File: config.mk
export PLATFORM = sky130hd
export DESIGN_NAME = bcd_8421_to_5311_encoder
export DESIGN_NICKNAME = d
export VERILOG_FILES = /design/src/rtl/bcd_pkg.sv /design/src/rtl/bcd_digit_8421_to_5311.sv /design/src/rtl/bcd_8421_to_5311_encoder.sv
export SDC_FILE = /design/constraint.sdc
export NUM_CORES = 1
export LEC_CHECK = 0
export CAP_MARGIN = 20
export CORE_MARGIN = 2
export CORE_UTILIZATION = 44
export DETAILED_ROUTE_END_ITERATION = 16
export GPL_TIMING_DRIVEN = 0
export PLACE_DENSITY = 0.73
export SLEW_MARGIN = 20
export SYNTH_ARGS = -nofsm -noshare
export SYNTH_HDL_FRONTEND = slang
export SYNTH_SLANG_ARGS = --single-unit
File: constraint.sdc
create_clock -name clk -period 1.45 [get_ports clk]
set_input_delay 0.2175 -clock clk [delete_from_list [all_inputs] [get_ports clk]]
set_output_delay 0.2175 -clock clk [all_outputs]
set_load 0.02 [all_outputs]
File: src/rtl/bcd_pkg.sv
// Shared definitions for the BCD 8421 -> 5311 encoder.
// Digit width, FSM states and the 5311 code points.
package bcd_pkg;

    localparam int DIGIT_W = 4;

    typedef enum logic [1:0] {
        IDLE = 2'd0,
        CONV = 2'd1,
        DONE = 2'd2
    } state_t;

    localparam logic [DIGIT_W-1:0] BCD5311_0 = 4'b0000;
    localparam logic [DIGIT_W-1:0] BCD5311_1 = 4'b0001;
    localparam logic [DIGIT_W-1:0] BCD5311_2 = 4'b0011;
    localparam logic [DIGIT_W-1:0] BCD5311_3 = 4'b0100;
    localparam logic [DIGIT_W-1:0] BCD5311_4 = 4'b0101;
    localparam logic [DIGIT_W-1:0] BCD5311_5 = 4'b0111;
    localparam logic [DIGIT_W-1:0] BCD5311_6 = 4'b1001;
    localparam logic [DIGIT_W-1:0] BCD5311_7 = 4'b1011;
    localparam logic [DIGIT_W-1:0] BCD5311_8 = 4'b1100;
    localparam logic [DIGIT_W-1:0] BCD5311_9 = 4'b1101;

    localparam logic [DIGIT_W-1:0] BCD5311_INVALID = 4'b0000;

endpackage

File: src/rtl/bcd_digit_8421_to_5311.sv
// Combinational single-digit 8421 -> 5311 encoder.
// Codes 10..15 map to the invalid code and raise err.
module bcd_digit_8421_to_5311
    import bcd_pkg::*;
(
    input  logic [DIGIT_W-1:0] d8421,
    output logic [DIGIT_W-1:0] d5311,
    output logic               err
);

    // Lookup of the ten legal digits; anything above 9 is flagged
    always_comb begin
        d5311 = BCD5311_INVALID;
        err   = 1'b0;
        case (d8421)
            4'd0:    d5311 = BCD5311_0;
            4'd1:    d5311 = BCD5311_1;
            4'd2:    d5311 = BCD5311_2;
            4'd3:    d5311 = BCD5311_3;
            4'd4:    d5311 = BCD5311_4;
            4'd5:    d5311 = BCD5311_5;
            4'd6:    d5311 = BCD5311_6;
            4'd7:    d5311 = BCD5311_7;
            4'd8:    d5311 = BCD5311_8;
            4'd9:    d5311 = BCD5311_9;
            default: begin
                d5311 = BCD5311_INVALID;
                err   = 1'b1;
            end
        endcase
    end

endmodule

File: src/rtl/bcd_8421_to_5311_encoder.sv
// Digit-serial BCD 8421 -> 5311 word encoder, one digit per clock.
// Words move in and out through valid/ready handshakes.
module bcd_8421_to_5311_encoder
    import bcd_pkg::*;
#(
    parameter int NDIG = 4
) (
    input  logic                    clk,
    input  logic                    rst,
    input  logic                    in_valid,
    output logic                    in_ready,
    input  logic [DIGIT_W*NDIG-1:0] in_bcd,
    output logic                    out_valid,
    input  logic                    out_ready,
    output logic [DIGIT_W*NDIG-1:0] out_bcd,
    output logic                    out_err,
    output logic [NDIG-1:0]         out_err_mask
);

    localparam int W     = DIGIT_W * NDIG;
    localparam int IDX_W = (NDIG > 1) ? $clog2(NDIG) : 1;
    localparam logic [IDX_W-1:0] LAST_IDX = IDX_W'(NDIG - 1);

    state_t             state;
    logic [W-1:0]       shreg;
    logic [IDX_W-1:0]   idx;
    logic [DIGIT_W-1:0] code;
    logic               derr;

    // The low nibble of the shift register is always the digit in flight
    bcd_digit_8421_to_5311 u_digit (
        .d8421 (shreg[DIGIT_W-1:0]),
        .d5311 (code),
        .err   (derr)
    );

    // Control FSM with registered handshakes and result registers
    always_ff @(posedge clk or posedge rst) begin
        if (rst) begin
            state        <= IDLE;
            shreg        <= '0;
            idx          <= '0;
            out_bcd      <= '0;
            out_err_mask <= '0;
            out_err      <= 1'b0;
            out_valid    <= 1'b0;
            in_ready     <= 1'b1;
        end else begin
            case (state)
                IDLE: begin
                    if (in_valid) begin
                        shreg        <= in_bcd;
                        out_bcd      <= '0;
                        out_err_mask <= '0;
                        out_err      <= 1'b0;
                        idx          <= '0;
                        in_ready     <= 1'b0;
                        state        <= CONV;
                    end
                end
                CONV: begin
                    shreg <= shreg >> DIGIT_W;
                    out_bcd[int'(idx)*DIGIT_W +: DIGIT_W] <= code;
                    out_err_mask[idx] <= derr;
                    // Mask was cleared on accept, so a running OR
                    // equals the OR of the finished mask
                    out_err <= out_err | derr;
                    if (idx == LAST_IDX) begin
                        out_valid <= 1'b1;
                        state     <= DONE;
                    end else begin
                        idx <= idx + 1'b1;
                    end
                end
                DONE: begin
                    if (out_ready) begin
                        out_valid <= 1'b0;
                        in_ready  <= 1'b1;
                        state     <= IDLE;
                    end
                end
                default: begin
                    out_valid <= 1'b0;
                    in_ready  <= 1'b1;
                    state     <= IDLE;
                end
            endcase
        end
    end

endmodule
## After elaboration in Yosys (flattened, before gate mapping)

Cells that the tools add are included.

- Word-level logic and storage cells: 69
- Flip-flop bits (word level): 43
- Bits of input ports: 20
- Output and inout port bits: 23

- Shift-type cells: 2
- Multiplexer cells: 26
- Add/sub/neg operators: 2
- Reductions and logical operators: 10
- Bitwise operators: 3
- $lt $le $gt $ge: 2
- Equal/unequal tests: 16

Operators with widths:

| operator | number |
|---|---|
| $pmux W16 S2 | 2 |
| $pmux W4 S9 | 1 |
| $neg A4 Y33 | 1 |
| $shift A4 B33 Y16 const A | 1 |
| $shiftx A4 B33 Y16 | 1 |
| $mux W16 | 2 |
| $bwmux W16 | 1 |
| $eq A4 B3 Y1 const B | 4 |
| $reduce_and A3 Y1 | 4 |
| $mux W2 | 5 |
| $reduce_or A10 Y1 | 1 |
| $eq A4 B2 Y1 const B | 2 |
| $eq A4 B4 Y1 const B | 2 |
| $ne A2 B2 Y1 const B | 4 |
| $pmux W4 S2 | 1 |
| $mux W1 | 6 |
| $pmux W1 S3 | 2 |
| $pmux W2 S3 | 1 |
| $bwmux W4 | 1 |
| $eq A2 B2 Y1 const B | 2 |
| $eq A4 B1 Y1 const B | 1 |
| $logic_not A4 Y1 | 1 |
| $mux W4 | 1 |
| $pmux W2 S2 | 1 |
| 12 further kinds | 13 |

## Longest topological paths before layout

Gate-level depths: netlist (run 1).

- Depth in word-level cells: 6
- Depth in mapped cells: 6
- Gate-level depth less buffers: 6

## Modules after synthesis

From an unflattened synthesis (run 1), not the netlist that was laid out.

- Cells, all modules: 192
- Area total of the unflattened synthesis: 2,209.6 um^2

Modules (own cells, without submodules):

| module | instances | cells an instance | area an instance (um^2) | sequential area each (um^2) |
|---|---|---|---|---|
| bcd_8421_to_5311_encoder | 1 | 177 | 2,120.8 | 1,077.3 |
| bcd_digit_8421_to_5311 | 1 | 15 | 88.8 | 0.0 |

## Worst setup path before layout (run 1)

No wires, ideal clock.

- Path type: reg-to-reg
- Start: reg idx[0]
- End: reg out_bcd[10]
- Setup time: 0.077 ns
- Required time: 1.373 ns
- Stages on the path, launching flop included: 6
- Clock period less this slack: 1.553 ns
- Buffers on the path: 0
- Arrival: 1.477 ns
- Slack: -0.103 ns
- Cell sequence: dfrtp_1 -> inv_1 -> ha_1 -> nand2_1 -> or4_4 -> o21ai_1

- Cells in the longest elaborated chain, start to end: 4
- Elaborated cells on any way between the ends: 5
- Classes of those cells: 1 x add/sub; 2 x shift; 2 x mux

RTL lines:

| what | RTL line | source |
|---|---|---|
| from (decl) | bcd_8421_to_5311_encoder.sv:26 | `logic [IDX_W-1:0] idx;` |
| from (signal assigned) | bcd_8421_to_5311_encoder.sv:72 | `idx <= idx + 1'b1;` |
| $neg A4 Y33 * | bcd_8421_to_5311_encoder.sv:63 | `out_bcd[int'(idx)*DIGIT_W +: DIGIT_W] <= code;` |
| $shiftx A4 B33 Y16 or $shift A4 B33 Y16 (tied branches) | bcd_8421_to_5311_encoder.sv:63 |  |
| $bwmux W16 * | bcd_8421_to_5311_encoder.sv:63 |  |
| $pmux W16 S2 * | bcd_8421_to_5311_encoder.sv:49 | `case (state)` |
| to (signal, indexed assignment) | bcd_8421_to_5311_encoder.sv:63 |  |
| to (decl) | bcd_8421_to_5311_encoder.sv:15 | `output logic [DIGIT_W*NDIG-1:0] out_bcd,` |

Every way passes the cells marked *; elsewhere a longest branch is shown, timed or not.
A chain may end at the register's enable or synchronous reset.

## Worst setup path after layout (run 1)

Same ends and word-level chain as after synthesis.

==> impl_metrics.toml, run 1 <==
[grt]
grt_pass1_vias = 1725
gr-total-overflow = 0
grt_pass1_wl_um = 8050
grt_antenna_before_repair = 0
grt_max_degree = 26
grt_usage_pct = 19.9

[yosys]
synth_area_leaders = "dfrtp_1 (51%), nand2_1 (6.9%), mux2i_1 (5.8%)"
ys_warn_count = 0
yosysTopAreaCellShare_pct = 50.9
synth-edff-count = 0
syn-instance-count = 202
post_synth_num_cell_types = 40
synth_fp_nets = 229
ys_async_sr_fraction_pct = 100
syn_area_sq_um = 2070
yosys.area.top_type = "dfrtp_1"
ys_seq_area_share_pct = 52.2
synthFlopType = "dfrtp_1"
synth.ff_latch_count = 43
synth_area_per_cell_sq_um = 10.2

[routing]
routed_wl_um = 4770
via_count = 1715
drc = 0
firstDrtPassIters = 4
drt-initial-drc-count = 132
viasPerCell = 5.36
ant_nets = 0
wl_per_cell_um = 14.9

[power_and_ir_drop]
finalPower_w = 0.00575
peakVddDrop_mv = 1.07
pwr_density_cell_nw_per_um2 = 2000
p_leak_nw = 1.35

[layout]
fillCellCount = 353
final_area_sq_um = 2880
area_delta_synth_final_pct = 39.3
layout-drive-gt1-share_pct = 24.3
final_net_count = 294
final_util_pct = 64.8
num_antenna_cells = 0

[clock_network]
insertion_delay_ps = 300
clockBufferDepth = 2
cts_made_buffers = 5
cts_sinks = 43
cts.clk_slew.worst_paths_ps = 80
cts-root-buf = "clkbuf_8"
htree_levels = 2
cts_tree = "built"

[status]
violations = "setup timing"
status = "complete, but fails checks"

[critical_path]
cp-start-kind = "register"
worstPathCellList = "inv_4 > ha_4 > nand2_2 > or4_4 > o21ai_2"
crit_fanout = 5
crit_slowest_cell = "or4_4"
path_class = "register to register"
endpoint_kind = "register"
arrival_ps = 1710
required_ps = 1680
slowest_delay_ps = 460

[floorplan]
fp.dieW_um = 72.5
start_util_pct = 46.5
core-area_sq_um = 4440
fp.dieArea_sq_um = 5260
ioPinCount = 43
die_h_um = 72.5
rows = 24

[timing]
hold_viol_final = 0
skew_ps = 5.55
fin_crit_sh_pct = 102
grt_setup_unrepaired = "yes"
worst_pin_slew_ps = 401
setup-violations-final = 3
setup_slack_ps = -26.8
slew_headroom_pct = 73.3
fin_crit_ps = 1480
fmax_ghz = 0.677
slew_violations = 0

[placement]
place_congestion = 0.749
place_area_sq_um = 2580
dp_hpwl_um = 3180
io_buffers = 42

[min_path]
holdCritPathClass = "input port to asynchronous set/reset pin"

[run]
cap_violations = 0
cells by family after synthesis:
group	share of synthesized area, %
AND/OR/NAND/NOR	14.7
AO/OA/AOI/OAI	17.4
adder cells (fa/ha/maj)	4.24
buffers and inverters	5.27
XOR/XNOR	0.424
multiplexers	5.81
flip-flops	52.2
state kept, by name, summed over array words and instances (netlist names):
name          flops
out_bcd          16
idx               2
out_valid         1
out_err           1
state             2
shreg            16
out_err_mask      4
in_ready          1
area by class of cell:
type / instances / area (sq um) / area share (%)
Clock inverter: 3 / 15.0 / 0.522
Multi-Input combinational cell: 138 / 970 / 33.7
Timing Repair Buffer: 61 / 568 / 19.7
Inverter: 9 / 36.3 / 1.26
Clock buffer: 5 / 68.8 / 2.39
Tap cell: 52 / 65.1 / 2.26
Buffer: 9 / 76.3 / 2.65
Sequential cell: 43 / 1080 / 37.5
stage by stage:
stage                     TNS [ps]  hold slack [ps]  setup WS [ps]  std cells
after global routing          -661              264           -105        320
after detailed placement     -4350              466           -258        297
after floorplan                  0              304           18.5        202
after CTS                    -11.6              218          -11.6        315
after global placement      -31050              461           -766        296
final                        -53.2              220          -26.8        320
path summary, 6_finish.rpt:
kind,cells past startpoint,from,slack (ps),end
setup / recovery,5,idx[0]$_DFFE_PP0P_,-30,out_bcd[10]$_DFFE_PP0P_
hold / removal,2,rst,220,shreg[1]$_DFFE_PP0P_
setup reg to reg,5,idx[0]$_DFFE_PP0P_,-30,out_bcd[10]$_DFFE_PP0P_
hold reg to reg,2,shreg[13]$_DFFE_PP0P_,480,shreg[9]$_DFFE_PP0P_
max in group asynchronous,3,rst,690,in_ready$_DFFE_PP1P_
min in group clk,3,in_bcd[12],460,shreg[12]$_DFFE_PP0P_
Yosys cell counts (5+ instances only):
cell / count
dfrtp_1: 42
nand2_1: 38
o21ai_0: 22
mux2i_1: 12
a21oi_1: 11
inv_1: 9
ha_1: 7
clkbuf_1: 5
cells in the final DEF, fill, tap and decap left out, types with 2 or more instances in the layout:
| cell type | count |
|---|---|
| a21o_2 | 2 |
| a21oi_1 | 8 |
| a21oi_2 | 2 |
| a22o_1 | 2 |
| a32o_1 | 2 |
| buf_12 | 2 |
| buf_4 | 17 |
| buf_6 | 3 |
| clkbuf_2 | 2 |
| clkbuf_8 | 5 |
| clkdlybuf4s50_1 | 19 |
| clkinv_2 | 3 |
| dfrtp_1 | 41 |
| dlygate4sd2_1 | 23 |
| ha_1 | 3 |
| ha_2 | 2 |
| ha_4 | 2 |
| inv_1 | 6 |
| inv_2 | 2 |
| mux2i_1 | 10 |
| mux2i_2 | 2 |
| nand2_1 | 37 |
| nand2b_4 | 2 |
| nand3_1 | 3 |
| nor2_1 | 4 |
| nor2b_1 | 2 |
| o21ai_0 | 12 |
| o21ai_1 | 10 |
| o21ai_2 | 4 |
| o22ai_1 | 4 |
| o2bb2ai_1 | 4 |
critical path: cells and delay by family (launching register included):
kind | cells | cell delay, ps
flip-flops | 1 | 420
AO/OA/AOI/OAI | 1 | 140
buffers and inverters | 1 | 70
adder cells (fa/ha/maj) | 1 | 270
AND/OR/NAND/NOR | 2 | 510
per-layer routing:
metal / global-route usage (%) / vias up / share of wire, %
li1: - / 834 / -
met1: 26.8 / 837 / 48
met2: 31.3 / 39 / 47
met3: 4.86 / 5 / 3.6
met4: 7.20 / 0 / 1.2
met5: 0 / - / 0
where the power goes:
part	internal [W]	switching, W
clock	0.000330	0.000421
combinational	0.00141	0.00174
sequential	0.00159	0.000263
total	0.00333	0.00242
repair_timing:
item / in CTS / in global routing
hold buffers: 0 / 0
gates cloned: 0 / 1
resized for setup: 40 / 22
buffers inserted: 11 / 6
endpoints found under the setup margin: 59 / 29
pin swaps: 2 / 4
No activity file was read; power rests on OpenSTA's default activity.
==> inputs of run 2 (changes only) <==
CTS_CLUSTER_SIZE = 14   (was default)
HOLD_SLACK_MARGIN = 0.06   (was default)
==> results of run 2 <==
Final layout, timing and power as in run 1 (identical DEF).
